**config.mk**
```make
export PLATFORM = sky130hd
export DESIGN_NAME = gpr_wb_arbiter
export DESIGN_NICKNAME = d
export VERILOG_FILES = /design/src/rtl/cpu_pkg.sv /design/src/rtl/wb_scoreboard.sv /design/src/rtl/gpr_wb_arbiter.sv
export SDC_FILE = /design/constraint.sdc
export NUM_CORES = 1
export LEC_CHECK = 0
export CORE_MARGIN = 3
export CORE_UTILIZATION = 49
export DETAILED_ROUTE_END_ITERATION = 10
export PLACE_DENSITY = 0.89
export SLEW_MARGIN = 20
export SYNTH_ARGS = -nofsm -noshare
export SYNTH_HDL_FRONTEND = slang
export SYNTH_HIERARCHICAL = 1
export SYNTH_SLANG_ARGS = --single-unit
export TNS_END_PERCENT = 1
```
**constraint.sdc**
```tcl
create_clock -name clock -period 2.9 [get_ports clock]
set_clock_uncertainty 0.05 [all_clocks]
set_input_delay 0.58 -clock clock [delete_from_list [all_inputs] [get_ports clock]]
set_output_delay 0.58 -clock clock [all_outputs]
set_load 0.02 [all_outputs]
```
**src/rtl/cpu_pkg.sv**
```systemverilog
// cpu_pkg: shared register-file widths, the zero-register index and the write-request record
package cpu_pkg;
  localparam int DW = 32;
  localparam int AW = 5;
  localparam logic [AW-1:0] REG_ZERO = '0;
  typedef struct packed {
    logic en;
    logic [AW-1:0] num;
    logic [DW-1:0] data;
  } wr_req_t;
endpackage

```
**src/rtl/wb_scoreboard.sv**
```systemverilog
// wb_scoreboard: pending-MDU-write busy bits plus sticky protocol-error detection
// ports: clock/resetn; set_en/set_num (decode issue); clr_en/clr_num (buffer drain);
//        wb_en/wb_num (WB request); md_en/md_num (MDU accept); busy, proto_err outputs
module wb_scoreboard import cpu_pkg::*; #(
  parameter int AW = cpu_pkg::AW
) (
  input  logic               clock,
  input  logic               resetn,
  input  logic               set_en,
  input  logic [AW-1:0]      set_num,
  input  logic               clr_en,
  input  logic [AW-1:0]      clr_num,
  input  logic               wb_en,
  input  logic [AW-1:0]      wb_num,
  input  logic               md_en,
  input  logic [AW-1:0]      md_num,
  output logic [2**AW-1:0]   busy,
  output logic               proto_err
);
  localparam int NR = 2**AW;
  logic [NR-1:0] set_m, clr_m;
  logic err;
  // register 0 is never tracked, so busy[0] stays 0 and MDU results to r0 are not flagged
  assign set_m = {{(NR-1){1'b0}}, set_en && set_num != REG_ZERO} << set_num;
  assign clr_m = {{(NR-1){1'b0}}, clr_en} << clr_num;
  assign err = (set_en && busy[set_num]) || (wb_en && busy[wb_num]) ||
               (md_en && md_num != REG_ZERO && !busy[md_num]);
  always_ff @(posedge clock or negedge resetn) begin
    if (!resetn) begin
      busy      <= '0;
      proto_err <= 1'b0;
    end else begin
      busy      <= (busy & ~clr_m) | set_m;
      proto_err <= proto_err | err;
    end
  end
endmodule

```
**src/rtl/gpr_wb_arbiter.sv**
```systemverilog
// gpr_wb_arbiter: merges WB-stage and MDU writes onto the single register-file write port
// ports: clock/resetn; wb_reg_write/wb_num/wb_data in, wb_stall out; md_valid/md_num/md_data in,
//        md_ready out; md_issue/md_issue_num in; busy scoreboard; reg_write/num_write/data_write
//        to the register file; proto_err sticky flag.
// GPR_WB_FWD_EN adds rs/rt/a_in/b_in inputs and a_out/b_out bypassed read data.
// DW/AW must match cpu_pkg since requests are carried in wr_req_t.
module gpr_wb_arbiter import cpu_pkg::*; #(
  parameter int DW = cpu_pkg::DW,
  parameter int AW = cpu_pkg::AW,
  parameter int STARVE_MAX = 4
) (
  input  logic             clock,
  input  logic             resetn,
  input  logic             wb_reg_write,
  input  logic [AW-1:0]    wb_num,
  input  logic [DW-1:0]    wb_data,
  output logic             wb_stall,
  input  logic             md_valid,
  input  logic [AW-1:0]    md_num,
  input  logic [DW-1:0]    md_data,
  output logic             md_ready,
  input  logic             md_issue,
  input  logic [AW-1:0]    md_issue_num,
  output logic [2**AW-1:0] busy,
  output logic             reg_write,
  output logic [AW-1:0]    num_write,
  output logic [DW-1:0]    data_write,
`ifdef GPR_WB_FWD_EN
  input  logic [AW-1:0]    rs,
  input  logic [AW-1:0]    rt,
  input  logic [DW-1:0]    a_in,
  input  logic [DW-1:0]    b_in,
  output logic [DW-1:0]    a_out,
  output logic [DW-1:0]    b_out,
`endif
  output logic             proto_err
);
  wr_req_t wb_req, md_req, bf, out_q, out_d;
  logic [3:0] cnt;
  logic wb_go, drain, md_acc;
  assign wb_req = '{en: wb_reg_write, num: wb_num, data: wb_data};
  assign md_req = '{en: md_valid, num: md_num, data: md_data};
  // bf.en doubles as the skid-buffer valid bit
  assign md_ready = !bf.en;
  assign md_acc   = md_req.en && md_ready;
  assign wb_stall = bf.en && cnt == 4'(STARVE_MAX);
  assign wb_go    = wb_req.en && !wb_stall;
  assign drain    = !wb_go && bf.en;
  always_comb begin
    out_d    = wb_go ? wb_req : drain ? bf : '{en: 1'b0, num: out_q.num, data: out_q.data};
    out_d.en = out_d.en && out_d.num != REG_ZERO;
  end
  always_ff @(posedge clock or negedge resetn) begin
    if (!resetn) begin
      out_q <= '0;
      bf    <= '0;
      cnt   <= '0;
    end else begin
      out_q <= out_d;
      bf    <= md_acc ? md_req : drain ? '0 : bf;
      cnt   <= drain ? 4'd0 : (wb_go && bf.en) ? cnt + 4'd1 : cnt;
    end
  end
  assign reg_write  = out_q.en;
  assign num_write  = out_q.num;
  assign data_write = out_q.data;
`ifdef GPR_WB_FWD_EN
  // bypass the not-yet-committed port write into decode reads
  assign a_out = (out_q.en && out_q.num == rs && rs != REG_ZERO) ? out_q.data : a_in;
  assign b_out = (out_q.en && out_q.num == rt && rt != REG_ZERO) ? out_q.data : b_in;
`endif
  wb_scoreboard #(.AW(AW)) u_sb (
    .clock(clock), .resetn(resetn),
    .set_en(md_issue), .set_num(md_issue_num),
    .clr_en(drain), .clr_num(bf.num),
    .wb_en(wb_reg_write), .wb_num(wb_num),
    .md_en(md_acc), .md_num(md_num),
    .busy(busy), .proto_err(proto_err)
  );
endmodule

```
# Word level (Yosys, flattened, before mapping)
# Cells that the tools add are included.
# op_classes
magnitude_cmp,3
muxes,12
reduce_logical,23
bitwise,4
n_eq_ne,1
n_shift,2
n_addsub,1
# op_table
operator,count
38-bit 2-to-1 mux,4
1-bit by 5-bit << shifter with 32-bit output,2
32-bit bitwise AND,1
32-bit inverter,1
32-bit OR,1
5-bit by 6-bit less-than comparator with 1-bit output (second input constant),3
1-bit binary-select mux with 5-bit select,3
5-bit nonzero test,3
1-bit logical AND,11
4-bit 2-to-1 mux,2
2-bit nonzero test,3
4-bit by 1-bit adder with 4-bit output (second input constant),1
4-bit by 3-bit equality test with 1-bit output (second input constant),1
1-bit logical NOT,4
1-bit 2-to-1 mux,3
1-bit logical OR,2
1-bit OR,1
# word_totals
reg_bits,113
out_inout_bits,73
wordCells,55
inputBits,84

# Longest topological paths before layout
# logic_depth
depth_word,10
ltp_mapped,9
ltp_nobuf,8

# Cells and area by module
# The synthesis kept the hierarchy.
# modules_own_cells
mod,n_inst,area_each_um2,cells_per_inst,seq_area_each_um2
gpr_wb_arbiter,1,3706.1,292,2001.9
wb_scoreboard,1,2160.8,195,825.8

# Worst setup path before layout
# OpenSTA, ideal clock, no wires.
# synth_path
path_type,flip-flop to flip-flop
startpoint,register cnt[0]
endpoint,register u_sb.busy[2]
t_required_ns,2.719
setup_time_ns,0.131
period_less_slack_ns,2.439
path_buffers,1
stages_incl_launch_ff,10
setup_slack_ns,0.461
arrival_time_ns,2.258
cell_sequence,dfrtp_1 -> inv_1 -> ha_1 -> nand3b_1 -> a21oi_2 -> buf_2 -> or3b_2 -> or2_2 -> o21ai_0 -> o21ai_0
# synth_between
elab_chain_len,10
# synth_lines
item,line,rtl
from (decl),gpr_wb_arbiter.sv:39,logic [3:0] cnt;
from (signal assigned),gpr_wb_arbiter.sv:61,cnt <= drain ? 4'd0 : (wb_go && bf.en) ? cnt + 4'd1 : cnt;
4-bit by 3-bit equality test with 1-bit output,gpr_wb_arbiter.sv:46,assign wb_stall = bf.en && cnt == 4'(STARVE_MAX);
1-bit logical AND,gpr_wb_arbiter.sv:46,
1-bit logical NOT,gpr_wb_arbiter.sv:47,assign wb_go = wb_req.en && !wb_stall;
1-bit logical AND,gpr_wb_arbiter.sv:47,
1-bit logical NOT,gpr_wb_arbiter.sv:48,assign drain = !wb_go && bf.en;
1-bit logical AND,gpr_wb_arbiter.sv:48,
named net drain,gpr_wb_arbiter.sv:40,"logic wb_go, drain, md_acc;"
1-bit by 5-bit << shifter with 32-bit output,wb_scoreboard.sv:25,"assign clr_m = {{(NR-1){1'b0}}, clr_en} << clr_num;"
32-bit inverter,wb_scoreboard.sv:33,busy <= (busy & ~clr_m) | set_m;
32-bit bitwise AND,wb_scoreboard.sv:33,
32-bit OR,wb_scoreboard.sv:33,
to (signal assigned),wb_scoreboard.sv:33,
to (decl),wb_scoreboard.sv:17,"output logic [2**AW-1:0] busy,"
# The timed path passes the listed nets, and every way through them passes these cells.
# A chain may end at the register's enable or synchronous reset.

# Worst setup path in the final report
# layout_path
startpoint,register cnt[0]
endpoint,output wb_stall
# layout_between
elab_chain_len,2
# layout_lines
item,line,rtl
4-bit by 3-bit equality test with 1-bit output,gpr_wb_arbiter.sv:46,
1-bit logical AND,gpr_wb_arbiter.sv:46,
to (decl),gpr_wb_arbiter.sv:17,"output logic wb_stall,"
# No other way between the ends.

==> reports/metrics.cfg <==
[run_status]
run_status=complete, no violations

[clocking]
htree_num_levels=4
cts_tree=done
cts.sinks=113
cts.reportedPaths.clkPinSlew_ps=60
clock_tree.buffer_depth=2
cts_post_setup_buffers_inserted=0
cts_made_buffers=17
cts_resized=0
clock_latency_ps=420
hold_buffers=0
clockRootBuffer=clkbuf_16

[power]
power.share.sequential_pct=36.9
clock_power_share_pct=26.1
p_leak_nw=3.36
internal_power_w=0.00482
netSwitchingPower_w=0.00284
power.density_cell_area_mw_per_mm2=936
net_switching_fraction_of_the_power_pct=37.0
share_comb_of_total_power_pct=37.0
irDropWorstVdd_mv=0.625

[synthesis]
post_synth_top_area_cell=dfrtp_1
seq_area_frac_synth_pct=48.2
yosys.area.top_type_share_pct=48.2
postSynthRegisterBits=113
async_flop_share_pct=100
dominantRegCellSynth=dfrtp_1
netlist-cell-type-count=43
syn_area_mm2=0.00587
count_of_flip_flops_with_a_built_in_enable_after_synthesis=0
post-synth-top-count-cell=dfrtp_1
post_synth_inst_count=487
netlist_top_cells_area=dfrtp_1, mux4_2, mux2i_1
synth_nets=573
synth.yosys.warnings=6
synth.avg_cell_area_um2=12.0
ys_top_cells_by_count=dfrtp_1, o21ai_0, mux2i_1

[detailed_routing]
routed_wire_length_per_instance_um=23.0
dr.pass1.iters=5
dr_total_vias=5142
drt-total-wl_um=18400
via_per_inst=6.40
dr.first_iter.drc_count=536
ant_nets=0
drt_drc_violations_left=0

[worst_setup_path]
cp-end-kind=primary output
critPathMaxFanout=9
worst_path_largest_cell_delay_ps=630
regToRegStartpoint=cnt[0]
crit_path_max_delay_family=buffers and inverters
critical_path.most_common_cell=inv_1
path_buf_inv=3
ff2ff_path_depth=8
critical_path_class=reg2out
cp_data_required_time_ps=2270
worst_r2r_endpoint=u_sb/busy[2]
crit_chain=inv_1 > ha_1 > nand4b_4 > inv_1 > clkdlybuf4s50_1
worst-endpoint-arrival_ps=2050
critPathLaunchType=register
slack_of_the_worst_reg_to_reg_path_ps=330
crit_slowest_cell=clkdlybuf4s50_1

[global_routing]
grt_use_total_pct=28.5
grt_use_met2_pct=45.9
antenna_found_initial=0
first_global_vias=5405
grt.overflow.total=0
global_route.peak_usage_layer=met2
global_route_wire_length_before_repair_um=29100
met1_usage_pct=36.6
groute.layer.met3.usage_pct=7.57
grt_max_degree=58

[final_layout]
fill_cells=812
instances_no_fill=803
area_of_the_multi_input_gates_mm2=0.00285
layout-drive-gt1-share_pct=14.1
final_antenna_diode_count=0
synthToLayoutAreaGrowth_pct=39.4
regArea_mm2=0.00283
final_nets=733
finalInstanceArea_mm2=0.00818

[placement]
port_buffers=156
dp_hpwl_um=12700
gp_congestion=0.978
numPlacedInstances=771
place_area_mm2=0.00760

[floorplanning]
io-pin-count=157
die_area_mm2=0.0133
die_h_um=115
initial_utilization_pct=50.7
row_count=39
die_width_um=115
coreArea_mm2=0.0116

[timing]
timing.final.max_slew_violations=0
finalCriticalPeriod_ps=2680
post-route-period-util_pct=92.4
timing_worst_slew_pin_value_ps=730
unrepaired_setup_endpoints_after_global_routing=false
max_freq_ghz=0.373
number_of_failing_hold_endpoints_at_the_final_stage=0
final-setup-viol-count=0
worst_slew_margin_rel_pct=51.3

[run]
max-cap-violations=0

[min_path]
hold_path_class=in2async

power by group through the flow:
stage	Combinational (W)	Sequential (W)	Clock, W
4_1_cts	0.00283	0.00280	0.00202
6_report	0.00284	0.00282	0.00200
2_1_floorplan	0.00125	0.00297	0
3_3_place_gp	0.00272	0.00279	0
5_1_grt	0.00303	0.00289	0.00209
3_5_place_dp	0.00281	0.00281	0
state kept, by name, summed over array words and instances, names as in the netlist:
signal and count:
bf 38, u_sb/busy 32, num_write 5, u_sb/proto_err 1
cnt 4, reg_write 1, data_write 32
per-layer routing:
metal | wire length (um) | vias to the layer above
li1 | - | 2224
met1 | 7230 | 2520
met2 | 8810 | 325
met3 | 1680 | 73
met4 | 718 | 0
met5 | 0 | -
worst max-delay path by stage:
stage,startpoint,endpoint,cells after the start
2_1_floorplan,cnt[0],u_sb/busy[2],9
3_3_place_gp,wb_num[0],u_sb/proto_err,6
3_5_place_dp,wb_num[0],u_sb/proto_err,6
4_1_cts,cnt[0],wb_stall,5
5_1_grt,cnt[0],wb_stall,5
6_report,cnt[0],wb_stall,5
layout make-up:
cell class,instances,area share (%)
well taps,143,2.19
repair buffers,175,21.1
inverters,5,0.229
clock buffers,21,5.75
clock inverters,11,1.29
flip-flops and latches,113,34.6
multi-input cells,335,34.9
cells by family (layout without fill, tap and decap cells):
kind of cell               after synthesis  in the layout  share of synthesized area (%)
AOI/OAI and AO/OA                      153            153                           18.9
adders and majority gates                2              2                          0.426
buffers and inverters                   39            212                           3.33
DFF                                    113            113                           48.2
muxes                                   77             77                           18.4
and+or+nand+nor                        103            103                           10.8
per-stage QoR:
step	utilization [%]	power (W)	setup slack, ps	TNS [ps]	hold slack (ps)
global route	70.7	0.00801	117	0	212
detailed placement	65.7	0.00562	-54.3	-54.3	452
floorplan	-	0.00421	461	0	234
global placement	65.7	0.00552	-28.8	-28.8	445
CTS	70.7	0.00766	200	0	198
finish	70.7	0.00766	220	0	161
worst register-to-register path, cell delays in order, from the launching register on:
cell      delay [ps]
dfrtp_1          400
inv_1            100
ha_1             230
nand3b_1         180
a21oi_4          250
or3b_2           570
or2_2            360
o21ai_0          190
o21ai_0          120
layout by cell type (no fill, tap or decap), drive strengths merged, types with 3 or more instances in the layout:
| cell type | count |
|---|---|
| a221o | 34 |
| and2 | 33 |
| buf | 21 |
| clkbuf | 21 |
| clkdlybuf4s50 | 154 |
| clkinv | 4 |
| clkinvlp | 4 |
| dfrtp | 113 |
| inv | 7 |
| mux2 | 5 |
| mux2i | 48 |
| mux4 | 24 |
| nand2 | 10 |
| nand2b | 4 |
| nand3 | 13 |
| nand3b | 10 |
| nor2 | 8 |
| nor2b | 4 |
| nor3b | 3 |
| o21ai | 68 |
| o2bb2ai | 38 |
| or2 | 5 |
| or3 | 3 |
Note: power is estimated with default switching activity, not from simulation.
==> RTL change: new RTL, same flow settings <==
The option `GPR_WB_FWD_EN` is turned on by a define.
--- a/src/rtl/gpr_wb_arbiter.sv
+++ b/src/rtl/gpr_wb_arbiter.sv
@@ -4,6 +4,8 @@
 //        to the register file; proto_err sticky flag.
 // GPR_WB_FWD_EN adds rs/rt/a_in/b_in inputs and a_out/b_out bypassed read data.
 // DW/AW must match cpu_pkg since requests are carried in wr_req_t.
+`define GPR_WB_FWD_EN
+
 module gpr_wb_arbiter import cpu_pkg::*; #(
   parameter int DW = cpu_pkg::DW,
   parameter int AW = cpu_pkg::AW,
Interface: changed (6 added); port bits go from 157 to 295. The function was not compared with the original's and may differ.
==> RTL change against the unedited design <==
  * Highest routed layer unchanged
  * Synthesized area up 9.3%
  * Cell area increased by 27%
  * The flow now finishes with violations (negative setup slack)
  * Critical endpoint is now a_out[24]
  * Wire length grew 51%
  * Total power down 2.7%
  * Critical path depth rose by 2
  * Die area grew 8.9%
  * Largest power group unchanged
  * First-iteration DRC count rose by 110%
  * Sequential power fell by 7.4%
  * Sequential cell count is the same
  * Setup slack lost 0.26 ns
  * Synthesized cell count is 11% higher
==> RTL change: results <==
metrics = {
    "timing": {
        "setup_ws_ns": -0.0449,
        "setup_violations": 51,
        "max-slew-margin-rel_pct": 36.0,
        "finalSetupTns_ns": -1.04,
    },
    "critical_path": {
        "startpoint": "rs[1]",
        "rrSetupSlack_ns": 0.42,
        "cpPeakStageDelay_ns": 0.37,
        "worst-path-max-fanout": 16,
    },
    "yosys": {
        "synth_area_per_cell_sq_um": 11.9,
        "ys_top_cells_by_area": "dfrtp_1 44%, mux4_2 8.4%, mux2_4 7.0%",
        "synthTopCellsByCount": "113 x dfrtp_1, 71 x o21ai_0, 38 x a22o_1, 37 x mux2_2, 35 x inv_1",
        "syn_nets": 701,
        "yosysSeqAreaShare_pct": 44.1,
        "synth_cell_types": 47,
    },
    "outcome": {
        "violations": "negative setup slack",
        "status": "finished with violations",
    },
    "global_route": {
        "grt_antenna_before_repair": 2,
        "grt_pass1_vias": 6804,
        "grt_pass1_wl_um": 40400,
        "grt_max_degree": 62,
    },
    "placed_design": {
        "pre_cts_slack_ns": -0.613,
        "gp_congestion": 0.982,
        "hpwl_um": 18400,
        "dp.cells": 994,
        "portBuffers": 294,
    },
    "cells_and_area": {
        "fin_cells": 1037,
        "drive_above_1_share_pct": 28.4,
        "fill_cells": 686,
    },
    "pwr": {
        "ir_worst_vdd_uv": 476,
    },
    "route": {
        "via_per_inst": 6.54,
        "post_drt_wl_per_cell_um": 26.9,
        "drtPass1Iterations": 9,
    },
}
==> RTL change: cell count changes after synthesis, moves of 8 or more <==
cell       change
inv_1         +30
a222oi_1      +30
mux2i_1       -38
o2bb2ai_1     -38
nand2_1       +12
and2_1        -32
a221o_1       -32
mux2_2        +32
xnor2_1        +8
a22o_1        +38
mux2_4        +30
==> RTL change: worst max path at each step <==
| stage | to | slack, ns | cells after the start |
|---|---|---|---|
| after global placement | b_out[0] | -0.53 | 7 |
| after detailed placement | b_out[0] | -0.61 | 7 |
| final | a_out[24] | -0.04 | 7 |
| after floorplan | a_out[1] | 0.45 | 5 |
| after CTS | a_out[22] | -0.08 | 7 |
| after global routing | b_out[15] | -0.08 | 7 |
==> RTL change: per-stage QoR <==
stage               instance area, sq um  util [%]  hold WS [ns]
floorplan                           6410         -         0.234
global placement                    9620      75.6         0.421
detailed placement                  9620      75.6         0.432
CTS                                10100      79.5         0.154
global route                       10400      81.6         0.190
finish                             10400      81.7         0.140
==> RTL change: kinds of logic (layout without fill, tap and decap cells) <==
logic type                 after synthesis  after routing  synth area share (%)
AOI/OAI and AO/OA                      161            161                  18.5
muxes                                  103            103                  23.9
xor gates and xnor gates                 8              8                  1.09
and+or+nand+nor                         83             83                  6.71
adders and majority gates                2              2                 0.390
buffers and inverters                   71            392                  5.40
other                                    0              3                     0
DFF                                    113            113                  44.1
==> RTL change: area by class of cell <==
type | instances | area (sq um) | share of cell area (%)
tap | 172 | 215 | 2.07
inverter | 35 | 131 | 1.26
clock buffer | 19 | 443 | 4.26
timing repair buffer | 325 | 3230 | 31.1
sequential | 113 | 2830 | 27.3
clock inverter | 13 | 111 | 1.07
antenna | 3 | 7.51 | 0.0723
multi-input combinational | 357 | 3420 | 32.9
==> RTL change: per-layer routing <==
layer | GRT usage, % | part of all wire [%]
met1 | 41.8 | 34
met2 | 60.5 | 49
met3 | 9.07 | 9.6
met4 | 27.1 | 7.1
met5 | 0 | 0
==> RTL change: power by group <==
group / leakage, uW / total, uW / switching (uW) / internal (uW)
logic: 0.00282 / 2880 / 1390 / 1480
registers: 0.00139 / 2610 / 620 / 2000
clock network: 0.000265 / 1960 / 763 / 1200
==> RTL change: repair_timing <==
item / CTS / global route
setup buffers: 5 / 0
hold endpoints to repair: 0 / 0
gates cloned: 5 / 0
hold buffers: 0 / 0
gates resized for setup: 288 / 98
pin swaps: 8 / 7
endpoints found under the setup margin: 64 / 64
